==> config.mk <==
export PLATFORM = sky130hd
export DESIGN_NAME = sw_debounce_flat
export DESIGN_NICKNAME = d
export VERILOG_FILES = /design/src/rtl/sw_debounce_if.sv /design/src/rtl/sw_debounce.sv /design/src/flat_wrapper.sv
export SDC_FILE = /design/constraint.sdc
export NUM_CORES = 1
export LEC_CHECK = 0
export BUFFER_PORTS_ARGS = -buffer_cell sky130_fd_sc_hd__buf_4
export CAP_MARGIN = 20
export CORE_AREA = 10 10 160 162
export DETAILED_ROUTE_END_ITERATION = 8
export DIE_AREA = 0 0 170 172
export GPL_TIMING_DRIVEN = 0
export PLACE_DENSITY = 0.67
export SYNTH_ARGS = -nofsm -noshare
export SYNTH_HDL_FRONTEND = slang
export SYNTH_SLANG_ARGS = --single-unit
==> constraint.sdc <==
create_clock -name clk -period 5.2 [get_ports clk]
set_input_delay 0 -clock clk [delete_from_list [all_inputs] [get_ports clk]]
set_output_delay 0 -clock clk [all_outputs]
set_load 0.01 [all_outputs]
==> src/rtl/sw_debounce_if.sv <==
// Switch-conditioning bus: raw pins and software clears in, debounced level,
// edge pulses and sticky change flags out.
interface sw_debounce_if #(
  parameter int WIDTH = 8
);
  logic [WIDTH-1:0] sw_raw;
  logic [WIDTH-1:0] chg_clr;
  logic [WIDTH-1:0] sw_stable;
  logic [WIDTH-1:0] sw_rise;
  logic [WIDTH-1:0] sw_fall;
  logic [WIDTH-1:0] chg_sticky;

  // Side that owns the pins and the clear strobes (board / software logic).
  modport master (
    output sw_raw,
    output chg_clr,
    input  sw_stable,
    input  sw_rise,
    input  sw_fall,
    input  chg_sticky
  );

  // Side implemented by the debouncer.
  modport slave (
    input  sw_raw,
    input  chg_clr,
    output sw_stable,
    output sw_rise,
    output sw_fall,
    output chg_sticky
  );
endinterface

==> src/rtl/sw_debounce.sv <==
// Per-channel slide-switch conditioner: two-flop synchronizer, consecutive-
// cycle debounce counter, debounced level, registered rise/fall pulses and
// software-clearable sticky change flags. Every output comes from a flop.
module sw_debounce #(
  parameter int WIDTH           = 8,
  parameter int DEBOUNCE_CYCLES = 1000000,
  parameter int CNT_W           = 20
) (
  input  logic         clk,
  input  logic         rst,
  sw_debounce_if.slave bus
);

  // Terminal count: a level is accepted on the edge where the counter already
  // holds DEBOUNCE_CYCLES-1, so the counter never exceeds this value and
  // CNT_W only has to represent DEBOUNCE_CYCLES-1.
  localparam logic [CNT_W-1:0] CNT_LAST = CNT_W'(DEBOUNCE_CYCLES - 1);

  logic [WIDTH-1:0] r_sync1;
  logic [WIDTH-1:0] r_sync2;
  logic [WIDTH-1:0] w_stable;
  logic [WIDTH-1:0] w_rise;
  logic [WIDTH-1:0] w_fall;
  logic [WIDTH-1:0] w_sticky;

  // Two-flop synchronizer for the asynchronous pins; nothing sits between the flops.
  always_ff @(posedge clk or posedge rst) begin
    if (rst) begin
      r_sync1 <= '0;
      r_sync2 <= '0;
    end else begin
      r_sync1 <= bus.sw_raw;
      r_sync2 <= r_sync1;
    end
  end

  genvar gi;
  generate
    for (gi = 0; gi < WIDTH; gi++) begin : g_chan
      logic [CNT_W-1:0] r_cnt;
      logic             r_stable;
      logic             r_rise;
      logic             r_fall;
      logic             r_sticky;
      logic             w_differ;
      logic             w_accept;

      assign w_differ = r_sync2[gi] ^ r_stable;
      assign w_accept = w_differ && (r_cnt == CNT_LAST);

      // Count consecutive differing cycles; any agreement or an acceptance restarts from zero.
      always_ff @(posedge clk or posedge rst) begin
        if (rst) begin
          r_cnt <= '0;
        end else if (!w_differ || w_accept) begin
          r_cnt <= '0;
        end else begin
          r_cnt <= r_cnt + CNT_W'(1);
        end
      end

      // Take the new level on acceptance, emit a one-cycle edge pulse, and latch the sticky flag (set beats clear).
      always_ff @(posedge clk or posedge rst) begin
        if (rst) begin
          r_stable <= 1'b0;
          r_rise   <= 1'b0;
          r_fall   <= 1'b0;
          r_sticky <= 1'b0;
        end else begin
          if (w_accept) begin
            r_stable <= r_sync2[gi];
          end
          r_rise <= w_accept & r_sync2[gi];
          r_fall <= w_accept & ~r_sync2[gi];
          if (w_accept) begin
            r_sticky <= 1'b1;
          end else if (bus.chg_clr[gi]) begin
            r_sticky <= 1'b0;
          end
        end
      end

      assign w_stable[gi] = r_stable;
      assign w_rise[gi]   = r_rise;
      assign w_fall[gi]   = r_fall;
      assign w_sticky[gi] = r_sticky;
    end
  endgenerate

  assign bus.sw_stable  = w_stable;
  assign bus.sw_rise    = w_rise;
  assign bus.sw_fall    = w_fall;
  assign bus.chg_sticky = w_sticky;

endmodule

==> src/flat_wrapper.sv <==
// flat-port wrapper written by rule: the top's interface ports become plain ports
module sw_debounce_flat 
#(
  parameter int WIDTH           = 8,
  parameter int DEBOUNCE_CYCLES = 1000000,
  parameter int CNT_W           = 20
)
  (clk, rst, bus_sw_raw, bus_chg_clr, bus_sw_stable, bus_sw_rise, bus_sw_fall, bus_chg_sticky);
  sw_debounce_if #(.WIDTH(WIDTH)) bus_i ();
  input  logic clk;
  input  logic rst;
  input wire logic [$bits(bus_i.sw_raw)-1:0] bus_sw_raw;
  input wire logic [$bits(bus_i.chg_clr)-1:0] bus_chg_clr;
  output wire logic [$bits(bus_i.sw_stable)-1:0] bus_sw_stable;
  output wire logic [$bits(bus_i.sw_rise)-1:0] bus_sw_rise;
  output wire logic [$bits(bus_i.sw_fall)-1:0] bus_sw_fall;
  output wire logic [$bits(bus_i.chg_sticky)-1:0] bus_chg_sticky;
  assign bus_i.sw_raw = bus_sw_raw;
  assign bus_i.chg_clr = bus_chg_clr;
  assign bus_sw_stable = bus_i.sw_stable;
  assign bus_sw_rise = bus_i.sw_rise;
  assign bus_sw_fall = bus_i.sw_fall;
  assign bus_chg_sticky = bus_i.chg_sticky;
  sw_debounce #(.WIDTH(WIDTH), .DEBOUNCE_CYCLES(DEBOUNCE_CYCLES), .CNT_W(CNT_W)) u_core (.clk(clk), .rst(rst), .bus(bus_i));
endmodule
-- Word-level counts from Yosys, hierarchy flattened
Index checks and enable logic that the tools add are counted.
- register bits: 208
- bits of input ports: 18
- output and inout bits: 32
- add/sub/neg operators: 8
- equal/unequal tests: 8
- mux-type cells: 24
- bitwise gates (word level): 32
- reduce and logical (&&, ||, !) cells: 32
- operators with widths (operator ; number):
    20-bit by 1-bit adder with 20-bit output, second input constant ; 8
    20-bit equality test, second input constant ; 8
    20-bit 2-to-1 mux ; 8
    1-bit bitwise AND ; 16
    1-bit 2-to-1 mux ; 16
    2-bit nonzero test ; 8
    1-bit logical AND ; 8
    1-bit zero test ; 8
    1-bit logical OR ; 8
    1-bit inverter ; 8
    1-bit bitwise XOR ; 8

-- Depth between registers and ports, before layout
Gate-level depths: netlist of the first run.
- word-level depth: 4
- mapped depth: 7
- mapped depth without buffers: 5

-- Worst setup path after synthesis of the first run
No wires, ideal clock.
- kind: reg-to-reg
- start point: register u_core.g_chan[7].r_cnt[8]
- end point: register u_core.g_chan[7].r_stable
- library setup time: 0.125 ns
- data arrival time: 1.897 ns
- slack: 3.178 ns
- stages on the path, launching flop included: 5
- clock period less this slack: 2.022 ns
- cells stage by stage: dfrtp_1 or4b_1 or4_4 nor2_1 mux2_2
- word-level cells in the longest chain between the ends: 2
- ends and longest elaborated chain (what ; RTL line ; source):
    start, declared ; sw_debounce.sv:40 ; logic [CNT_W-1:0] r_cnt;
    start signal, assigned ; sw_debounce.sv:58 ; r_cnt <= r_cnt + CNT_W'(1);
    20-bit equality test ; sw_debounce.sv:49 ; assign w_accept = w_differ && (r_cnt == CNT_LAST);
    1-bit logical AND ; sw_debounce.sv:49 ;
    end signal, assigned ; sw_debounce.sv:71 ; r_stable <= r_sync2[gi];
    end, declared ; sw_debounce.sv:41 ; logic r_stable;
Every way passes these cells.
A chain may end at the register's enable or synchronous reset.

-- Worst setup path in the final report of the first run
- start point: register u_core.g_chan[1].r_cnt[0]
- end point: register u_core.g_chan[1].r_cnt[9]
- word-level cells in the longest chain between the ends: 4
- ends and longest elaborated chain (what ; RTL line ; source):
    start, declared ; sw_debounce.sv:40 ;
    start signal, assigned ; sw_debounce.sv:58 ;
    parallel branches: the longest is 3 deep, another holds 20-bit by 1-bit adder with 20-bit output ; n/a ;
    20-bit 2-to-1 mux (*) ; sw_debounce.sv:55 ; end else if (!w_differ || w_accept) begin
Mark *: on every way between the ends.

==> impl_metrics.json, run 1 <==
{
  "status": "completed",
  "cp-end-kind": "flop",
  "vias": 7355,
  "hold_path_class": "primary input to asynchronous set/reset pin",
  "finalCritPeriodShare_pct": 47.3,
  "synth_area_per_cell_sq_um": 10.1,
  "clk_pin_slew_ns": 0.06,
  "layout-drive-gt1-share_pct": 14.1,
  "insertion_delay_ns": 0.51,
  "ant_nets": 0,
  "die-area_sq_um": 29200,
  "fp-row-count": 55,
  "initial_core_util_pct": 44.2,
  "hold_viol": 0,
  "synth_nets": 1007,
  "yosysTopAreaCell": "dfrtp_1",
  "powerDensity_nw_per_um2": 303,
  "final_common_cell": "dfrtp_1",
  "setup_violations": 0,
  "clockRootBuffer": "clkbuf_16",
  "fin_skew_ns": 0.0113,
  "final_cell_mix": "dfrtp_1, nor2_1, buf_4, xnor2_1, nand3_1",
  "ys_ff_latch": 208,
  "wl_mm": 19.1,
  "yosys_warnings": 0,
  "synth.area.top_cells": "dfrtp_1, xnor2_1, nor2_1",
  "viasPerCell": 5.32,
  "maxCapViolCount": 0,
  "crit_fanout": 10,
  "grt_antenna_before_repair": 0,
  "io_pins": 50,
  "fin_ws_ns": 2.74,
  "drt-initial-drc-count": 421,
  "die_h_um": 172,
  "netlist_area_sq_um": 9890,
  "grt-ovfl-total": 0,
  "crit_type": "flop to flop",
  "slew_violations": 0,
  "cts_setup_buffers": 0,
  "grt_setup_unrepaired": "no",
  "track_usage_pct": 13.4,
  "grt_max_degree": 42,
  "cts_buffers": 24,
  "nFillCells": 2005,
  "relSlewSlack_pct": 50.0,
  "cts.path.max_buffers": 3,
  "grt_pass1_wl_mm": 33.9,
  "num_antenna_cells": 0,
  "fmax_ghz": 0.406,
  "port-buffer-count": 49,
  "async_reset_ff_share_pct": 100,
  "pre_cts_ws_ns": 2.75,
  "gp_congestion": 0.834,
  "cts_num_sinks": 208,
  "htreeDepth": 1,
  "cts_tree": "built",
  "regArea_sq_um": 5200,
  "final_nets": 1105,
  "drtPass1Iterations": 4,
  "ir_drop_mv": 0.350,
  "synth_ff_type": "dfrtp_1",
  "p_leak_nw": 4.92,
  "cp.required_ns": 5.57,
  "yosysUniqueCellTypes": 43,
  "drt-wirelength-per-cell_um": 13.8,
  "seq_area_frac_synth_pct": 52.6,
  "area_delta_synth_final_pct": 19.2,
  "final_util_pct": 52.7,
  "final.min_clock_period_ns": 2.46,
  "fin_tns_setup_ns": 0,
  "multi_input_area_sq_um": 4210,
  "synth_cells": 981,
  "core_area_sq_um": 22400,
  "arrival_ns": 2.83,
  "synth_enable_flop_cells": 0,
  "start_kind": "flop",
  "drc": 0,
  "synthDominantCellAreaShare_pct": 52.6,
  "place_hpwl_mm": 13.2,
  "worstMarginPinSlew_ns": 0.744,
  "die_w_um": 170,
  "grt_pass1_vias": 7377
}
==> what timing repair did <==
item	in CTS	in global routing
hold buffers	17	0
hold endpoints to repair	104	0
resized for setup	0	0
==> per-layer routing <==
layer / vias up / wire length, um / GRT usage, %
met5: - / 0 / 0
met4: 0 / 296 / 3.47
met3: 23 / 875 / 2.71
met2: 82 / 9270 / 23.1
met1: 3598 / 8700 / 16.8
li1: 3652 / - / -
==> final cells by class <==
cell class | count | share of cell area [%]
inverter | 33 | 1.08
timing repair buffer | 72 | 5.65
clock buffer | 36 | 6.34
multi-input combinational | 683 | 35.7
tap | 285 | 3.02
buffer | 57 | 2.95
clock inverter | 8 | 1.06
sequential | 208 | 44.2
==> synthesized netlist by cell type, types with 7 or more instances <==
cell type and instances:
dfrtp_1 208, nor2_1 115, xnor2_1 60, nand3_1 55, nand2_1 54, a21oi_1 51, xor2_1 41, inv_1 33
or3_1 33, buf_4 32, o21ai_0 32, nand4_1 31, or4_1 29, and3_1 22, nor3_1 21, nor4_1 21
clkbuf_1 19, o31ai_1 19, nor3b_1 17, and4_1 11, ha_1 8, mux2_2 8, a22o_1 7, nand4b_1 7
==> flip-flops by register name, summed over array words and instances, names as in the netlist <==
signal                  count
u_core.r_sync2              8
u_core.g_chan.r_rise        8
u_core.g_chan.r_sticky      8
u_core.g_chan.r_fall        8
u_core.g_chan.r_cnt       160
u_core.g_chan.r_stable      8
u_core.r_sync1              8
==> power by group <==
| part | internal (mW) | switching, mW | total, mW | leakage [nW] |
|---|---|---|---|---|
| Sequential | 1.64 | 0.0204 | 1.66 | 2.85 |
| Combinational | 0.0468 | 0.0731 | 0.120 | 1.66 |
| Clock | 1.14 | 0.656 | 1.80 | 0.416 |
==> path summary, 6_finish.rpt <==
check | to | from | cells past startpoint | slack, ns
max in group asynchronous | u_core.g_chan[3].r_rise | rst | 6 | 4.14
max reg2reg | u_core.g_chan[1].r_cnt[9] | u_core.g_chan[1].r_cnt[0] | 7 | 2.74
max | u_core.g_chan[1].r_cnt[9] | u_core.g_chan[1].r_cnt[0] | 7 | 2.74
min in group clk | u_core.r_sync1[1] | bus_sw_raw[1] | 2 | 0.14
min | u_core.g_chan[6].r_rise | rst | 3 | 0.11
min reg2reg | u_core.r_sync2[7] | u_core.r_sync1[7] | 0 | 0.35
==> through the flow <==
step	total power [mW]	instances	instance area [sq um]	hold slack (ns)
after floorplan	1.75	981	9890	0.0314
after global placement	1.79	1315	10600	0.110
after detailed placement	1.80	1321	10700	0.0961
after CTS	3.64	1382	11800	0.109
after global routing	3.72	1382	11800	0.123
final	3.58	1382	11800	0.113
==> kinds of logic (layout without fill, tap and decap cells) <==
logic type / count (synthesis) / count (layout) / share of synthesized area, %
compound gates: 118 / 118 / 6.88
xor+xnor: 101 / 101 / 8.94
fa+ha+maj: 8 / 8 / 1.01
buf+inv: 90 / 206 / 4.77
flops: 208 / 208 / 52.6
mux: 8 / 8 / 0.911
simple gates: 448 / 448 / 24.9
==> worst max-delay path, cell delays in order, from the launching register on <==
cell      delay, ns
dfrtp_1        0.37
ha_1           0.19
and2_1         0.13
clkbuf_1       0.22
nand4_1        0.23
o21ai_1        0.64
clkbuf_1       0.44
nor2_1         0.10
No activity file was read; power rests on OpenSTA's default activity.
==> inputs of run 2 (changes only) <==
- clock period: 5.2 -> 2 ns (I/O delays scaled with it)
==> run 2 against run 1 <==
Effect of this change: the flow now finishes with violations (negative setup slack); flip-flop and latch count is the same; largest cell class unchanged; utilization grew 3.0 points; fmax grew 19%; sequential share of layout area shrank 2.3 points.
==> impl_metrics.json, run 2 (synthesized netlist as in run 1, its figures left out) <==
{
  "viasPerCell": 5.29,
  "slew_violations": 0,
  "crit_type": "flop to flop",
  "p_leak_nw": 5.21,
  "largest_reg_flops": 160,
  "fin_ws_ns": -0.0761,
  "port-buffer-count": 49,
  "nFillCells": 1845,
  "grt_setup_unrepaired": "yes",
  "maxCapViolCount": 0,
  "place_hpwl_mm": 13.3,
  "drt-wirelength-per-cell_um": 14.4,
  "clk_pin_slew_ns": 0.06,
  "layout-drive-gt1-share_pct": 24.3,
  "final_cell_mix": "dfrtp_1, buf_4, nor2_1, xnor2_1, nand3_1",
  "placed_cell_area_sq_um": 10700,
  "worstMarginPinSlew_ns": 0.588,
  "cp-end-kind": "flop",
  "die_h_um": 172,
  "whs_ns": 0.126,
  "vias": 7543,
  "start_kind": "flop",
  "core_area_sq_um": 22400,
  "final_util_pct": 55.8,
  "arrival_ns": 2.46,
  "area_delta_synth_final_pct": 26.1,
  "grt_pass1_wl_mm": 34.7,
  "worstPathCellList": "or4_4, or4_4, o21ai_4, buf_6, a21oi_2",
  "ant_nets": 0,
  "fp-row-count": 55,
  "setup_violations": 24,
  "powerDensity_nw_per_um2": 741,
  "final_cell_area_sq_um": 12500,
  "gp_congestion": 0.813,
  "max_stage_delay_ns": 0.59,
  "relSlewSlack_pct": 60.7,
  "clockRootBuffer": "clkbuf_16",
  "fin_tns_setup_ns": -1.36,
  "cts_tree": "built",
  "initial_core_util_pct": 44.2,
  "cts.path.max_buffers": 3,
  "final.min_clock_period_ns": 2.08,
  "drtPass1Iterations": 5,
  "num_antenna_cells": 0,
  "cts_buffers": 24,
  "final_nets": 1148,
  "htreeDepth": 1,
  "status": "finished with violations",
  "track_usage_pct": 13.8,
  "hold_viol": 0,
  "final_cell_count_no_fill": 1425,
  "fin_skew_ns": 0.00996,
  "cts_num_sinks": 208,
  "fmax_ghz": 0.482,
  "top_register": "u_core.g_chan.r_cnt",
  "placed_cells": 1320,
  "cp_common_cell": "or4_4",
  "grt_antenna_before_repair": 0,
  "io_pins": 50,
  "grt_pass1_vias": 7235,
  "die_w_um": 170,
  "ir_drop_mv": 0.473,
  "wl_mm": 20.5,
  "cp.required_ns": 2.38,
  "insertion_delay_ns": 0.51,
  "grt_max_degree": 43,
  "grt-ovfl-total": 0,
  "pre_cts_ws_ns": -0.512,
  "hold_path_class": "primary input to asynchronous set/reset pin",
  "drc": 0,
  "drt-initial-drc-count": 434,
  "crit_fanout": 6,
  "cpMaxStageDelayCell": "or4_4",
  "violations": "negative setup slack",
  "die-area_sq_um": 29200,
  "finalCritPeriodShare_pct": 104,
  "final_common_cell": "dfrtp_1",
  "total_power_mw": 9.25
}
run 2: cell count changes in the layout (fill, tap and decap cells not counted), sizes merged:
cell      before  now
clkinv         1    9
clkinvlp       5    2
buf           91  142
clkbuf        57   44
run 2: path summary, 6_finish.rpt:
| check | slack, ns | start | to | depth (start not counted) |
|---|---|---|---|---|
| worst max-delay path | -0.08 | u_core.g_chan[7].r_cnt[12] | u_core.g_chan[7].r_cnt[17] | 5 |
| worst min-delay path | 0.13 | rst | u_core.g_chan[4].r_cnt[11] | 3 |
| worst max register to register | -0.08 | u_core.g_chan[7].r_cnt[12] | u_core.g_chan[7].r_cnt[17] | 5 |
| worst min register to register | 0.35 | u_core.r_sync1[7] | u_core.r_sync2[7] | 0 |
| max in group asynchronous | 1.01 | rst | u_core.g_chan[2].r_cnt[3] | 5 |
| min in group clk | 0.14 | bus_sw_raw[0] | u_core.r_sync1[0] | 2 |
run 2: timing repair:
| item | in CTS | in global routing |
|---|---|---|
| hold buffers | 17 | 0 |
| gates cloned | 1 | 0 |
| setup endpoints to repair | 121 | 108 |
| buffers inserted | 18 | 33 |
| resized for setup | 50 | 50 |
| pin swaps | 20 | 23 |
| endpoints found under the hold margin | 104 | 0 |
run 2: layer usage:
layer  vias up  part of all wire (%)  GRT usage, %
li1       3736                     -             -
met5         -                     0             0
met4         0                   2.1          4.00
met1      3657                    47          18.7
met2       119                    47          22.2
met3        31                   3.9          2.30
run 2: worst max-delay path, delay by kind of cell, from the launching register on:
family,cells,cell delay (ns)
AO/OA/AOI/OAI,2,0.26
buffers and inverters,1,0.18
flip-flops,1,0.38
AND/OR/NAND/NOR,2,1.13
run 2: cell type report:
type,count,area [sq um],area share [%]
multi-input combinational,683,4570,36.6
tap,285,357,2.86
buffer,49,338,2.71
clock inverter,13,143,1.14
clock buffer,31,688,5.52
sequential,208,5210,41.8
inverter,33,128,1.02
timing repair buffer,123,1040,8.31
run 2: power by group:
part,leakage [nW],internal (mW),switching [mW]
combinational,1.96,0.184,0.220
sequential,2.84,4.27,0.0601
clock,0.417,2.81,1.71
==> inputs of run 3 (changes only) <==
- REMOVE_ABC_BUFFERS: unset -> 1
==> run 3 against run 2 <==
Effect of this change: the run still ends with negative setup slack left; utilization down 3.1 points; worst hold slack got worse by 0.0030 ns; total power down 2.5%; fmax about the same; setup slack better by 0.0013 ns; cell count is 5.6% lower; sequential share of layout area rose by 2.5 points; first-iteration DRC count increased by 10%; final area fell by 5.5%; critical path type unchanged; largest cell class unchanged.
==> impl_metrics.json, run 3 (synthesized netlist as in run 1, its figures left out) <==
{
  "cts_buffers": 25,
  "initial_core_util_pct": 44.2,
  "grt_setup_unrepaired": "yes",
  "ir_drop_mv": 0.516,
  "cp.required_ns": 2.38,
  "finalCritPeriodShare_pct": 104,
  "p_leak_nw": 4.79,
  "layout-drive-gt1-share_pct": 17.9,
  "placed_cells": 1265,
  "fmax_ghz": 0.482,
  "core_area_sq_um": 22400,
  "grt-ovfl-total": 0,
  "port-buffer-count": 49,
  "setup_violations": 23,
  "ant_nets": 0,
  "clkPwrFrac_pct": 48.2,
  "wl_mm": 19.1,
  "fin_ws_ns": -0.0748,
  "vias": 7239,
  "final_cell_mix": "dfrtp_1, nor2_1, buf_4, xnor2_1, nand3_1",
  "worstPathCellList": "or4b_1, or4_4, o21ai_4, buf_6, a21oi_1",
  "slew_violations": 0,
  "p_seq_share_pct": 48.0,
  "nFillCells": 1951,
  "drtPass1Iterations": 5,
  "cts_tree": "built",
  "cts_num_sinks": 208,
  "p_int_mw": 7.11,
  "fp-row-count": 55,
  "htreeDepth": 1,
  "cp-end-kind": "flop",
  "cp.buffers_inverters": 1,
  "die_w_um": 170,
  "final_cell_count_no_fill": 1345,
  "drt-wirelength-per-cell_um": 14.2,
  "final_cell_area_sq_um": 11800,
  "crit_type": "flop to flop",
  "num_antenna_cells": 0,
  "hold_viol": 0,
  "final_nets": 1071,
  "track_usage_pct": 13.1,
  "grt_max_degree": 126,
  "status": "finished with violations",
  "die_h_um": 172,
  "grt_pass1_wl_mm": 33.4,
  "top_register": "u_core.g_chan.r_cnt",
  "maxCapViolCount": 0,
  "final_common_cell": "dfrtp_1",
  "hold_path_class": "primary input to asynchronous set/reset pin",
  "relSlewSlack_pct": 57.0,
  "max_stage_delay_ns": 0.57,
  "combPwrFrac_pct": 3.9,
  "die-area_sq_um": 29200,
  "place_hpwl_mm": 12.1,
  "gp_congestion": 0.776,
  "viasPerCell": 5.38,
  "clk_pin_slew_ns": 0.06,
  "cts.path.max_buffers": 3,
  "critPathTopFamily": "simple AND/OR/NAND/NOR gates",
  "swShare_pct": 21.2,
  "placed_cell_area_sq_um": 10400,
  "insertion_delay_ns": 0.51,
  "violations": "negative setup slack",
  "final.min_clock_period_ns": 2.07,
  "power.switching_mw": 1.91,
  "clockRootBuffer": "clkbuf_16",
  "arrival_ns": 2.46,
  "area_delta_synth_final_pct": 19.1,
  "worstMarginPinSlew_ns": 0.645,
  "drt-initial-drc-count": 478,
  "grt_pass1_vias": 7178,
  "cpMaxStageDelayCell": "or4_4",
  "io_pins": 50,
  "drc": 0,
  "grt_antenna_before_repair": 0,
  "crit_fanout": 10,
  "largest_reg_flops": 160,
  "start_kind": "flop",
  "powerDensity_nw_per_um2": 766,
  "fin_skew_ns": 0.0151
}
## run 3: cell types whose count changed in the layout (fill, tap and decap cells not counted), moves of 4 or more
cell	before	now
clkbuf_2	5	0
nor2_1	102	110
clkbuf_8	4	8
buf_6	4	8
dfrtp_2	7	14
nor2_2	9	1
buf_4	132	68
buf_12	5	0
dfrtp_1	201	194
clkinv_2	9	3
## run 3: cell type report
cell class	instances	area, sq um	share of cell area, %
flip-flops and latches	208	5220	44.3
well taps	285	357	3.03
clock inverters	4	45.0	0.382
inverters	33	131	1.12
multi-input cells	683	4470	38.0
repair buffers	94	798	6.78
clock buffers	38	754	6.41
## run 3: path summary, 6_finish.rpt
kind / start / to / slack (ns) / cells after the start
worst max register to register: u_core.g_chan[7].r_cnt[6] / u_core.g_chan[7].r_cnt[18] / -0.07 / 5
worst max-delay path: u_core.g_chan[7].r_cnt[6] / u_core.g_chan[7].r_cnt[18] / -0.07 / 5
min in group clk: bus_sw_raw[1] / u_core.r_sync1[1] / 0.14 / 2
worst min register to register: u_core.r_sync1[3] / u_core.r_sync2[3] / 0.34 / 0
max in group asynchronous: rst / u_core.g_chan[7].r_cnt[6] / 0.86 / 4
worst min-delay path: rst / u_core.r_sync2[3] / 0.12 / 3
## run 3: metal layers
| metal | wire (um) | part of all wire (%) | track usage (%) |
|---|---|---|---|
| met1 | 8970 | 47 | 17.2 |
| met2 | 8980 | 47 | 21.7 |
| met3 | 737 | 3.9 | 2.69 |
| met4 | 398 | 2.1 | 3.47 |
| met5 | 0 | 0 | 0 |
## run 3: metrics by stage
| stage | worst slack [ns] | total power [mW] | util, % | TNS [ns] | hold WS (ns) |
|---|---|---|---|---|---|
| 4_1_cts | -0.0874 | 9.12 | 51.6 | -1.69 | 0.117 |
| 3_3_place_gp | -6.18 | 4.65 | 45.9 | -1326.56 | 0.110 |
| 2_1_floorplan | -3.68 | 4.55 | - | -765.63 | 0.0314 |
| 3_5_place_dp | -0.197 | 4.67 | 46.4 | -6.48 | 0.110 |
| 5_1_grt | -0.132 | 9.37 | 52.7 | -2.64 | 0.130 |
| 6_report | -0.0748 | 9.02 | 52.7 | -1.34 | 0.123 |
## run 3: worst register-to-register path, delay by kind of cell (launching register included)
kind / cells / cell delay, ns
compound gates: 2 / 0.25
buf+inv: 1 / 0.18
flops: 1 / 0.42
simple gates: 2 / 1.09
## run 3: power by group through the flow
stage | clock, mW | combinational, mW | sequential (mW)
2_1_floorplan | 0 | 0.170 | 4.38
3_3_place_gp | 0 | 0.253 | 4.39
3_5_place_dp | 0 | 0.278 | 4.39
4_1_cts | 4.47 | 0.332 | 4.32
5_1_grt | 4.64 | 0.398 | 4.33
6_report | 4.34 | 0.348 | 4.33
## run 3: timing repair
item,4_1_cts,5_1_grt
buffers inserted,10,11
resized for setup,22,52
endpoints found under the hold margin,99,0
setup endpoints to repair,74,99
hold buffers,17,0
pin swaps,8,12
cloned,1,1
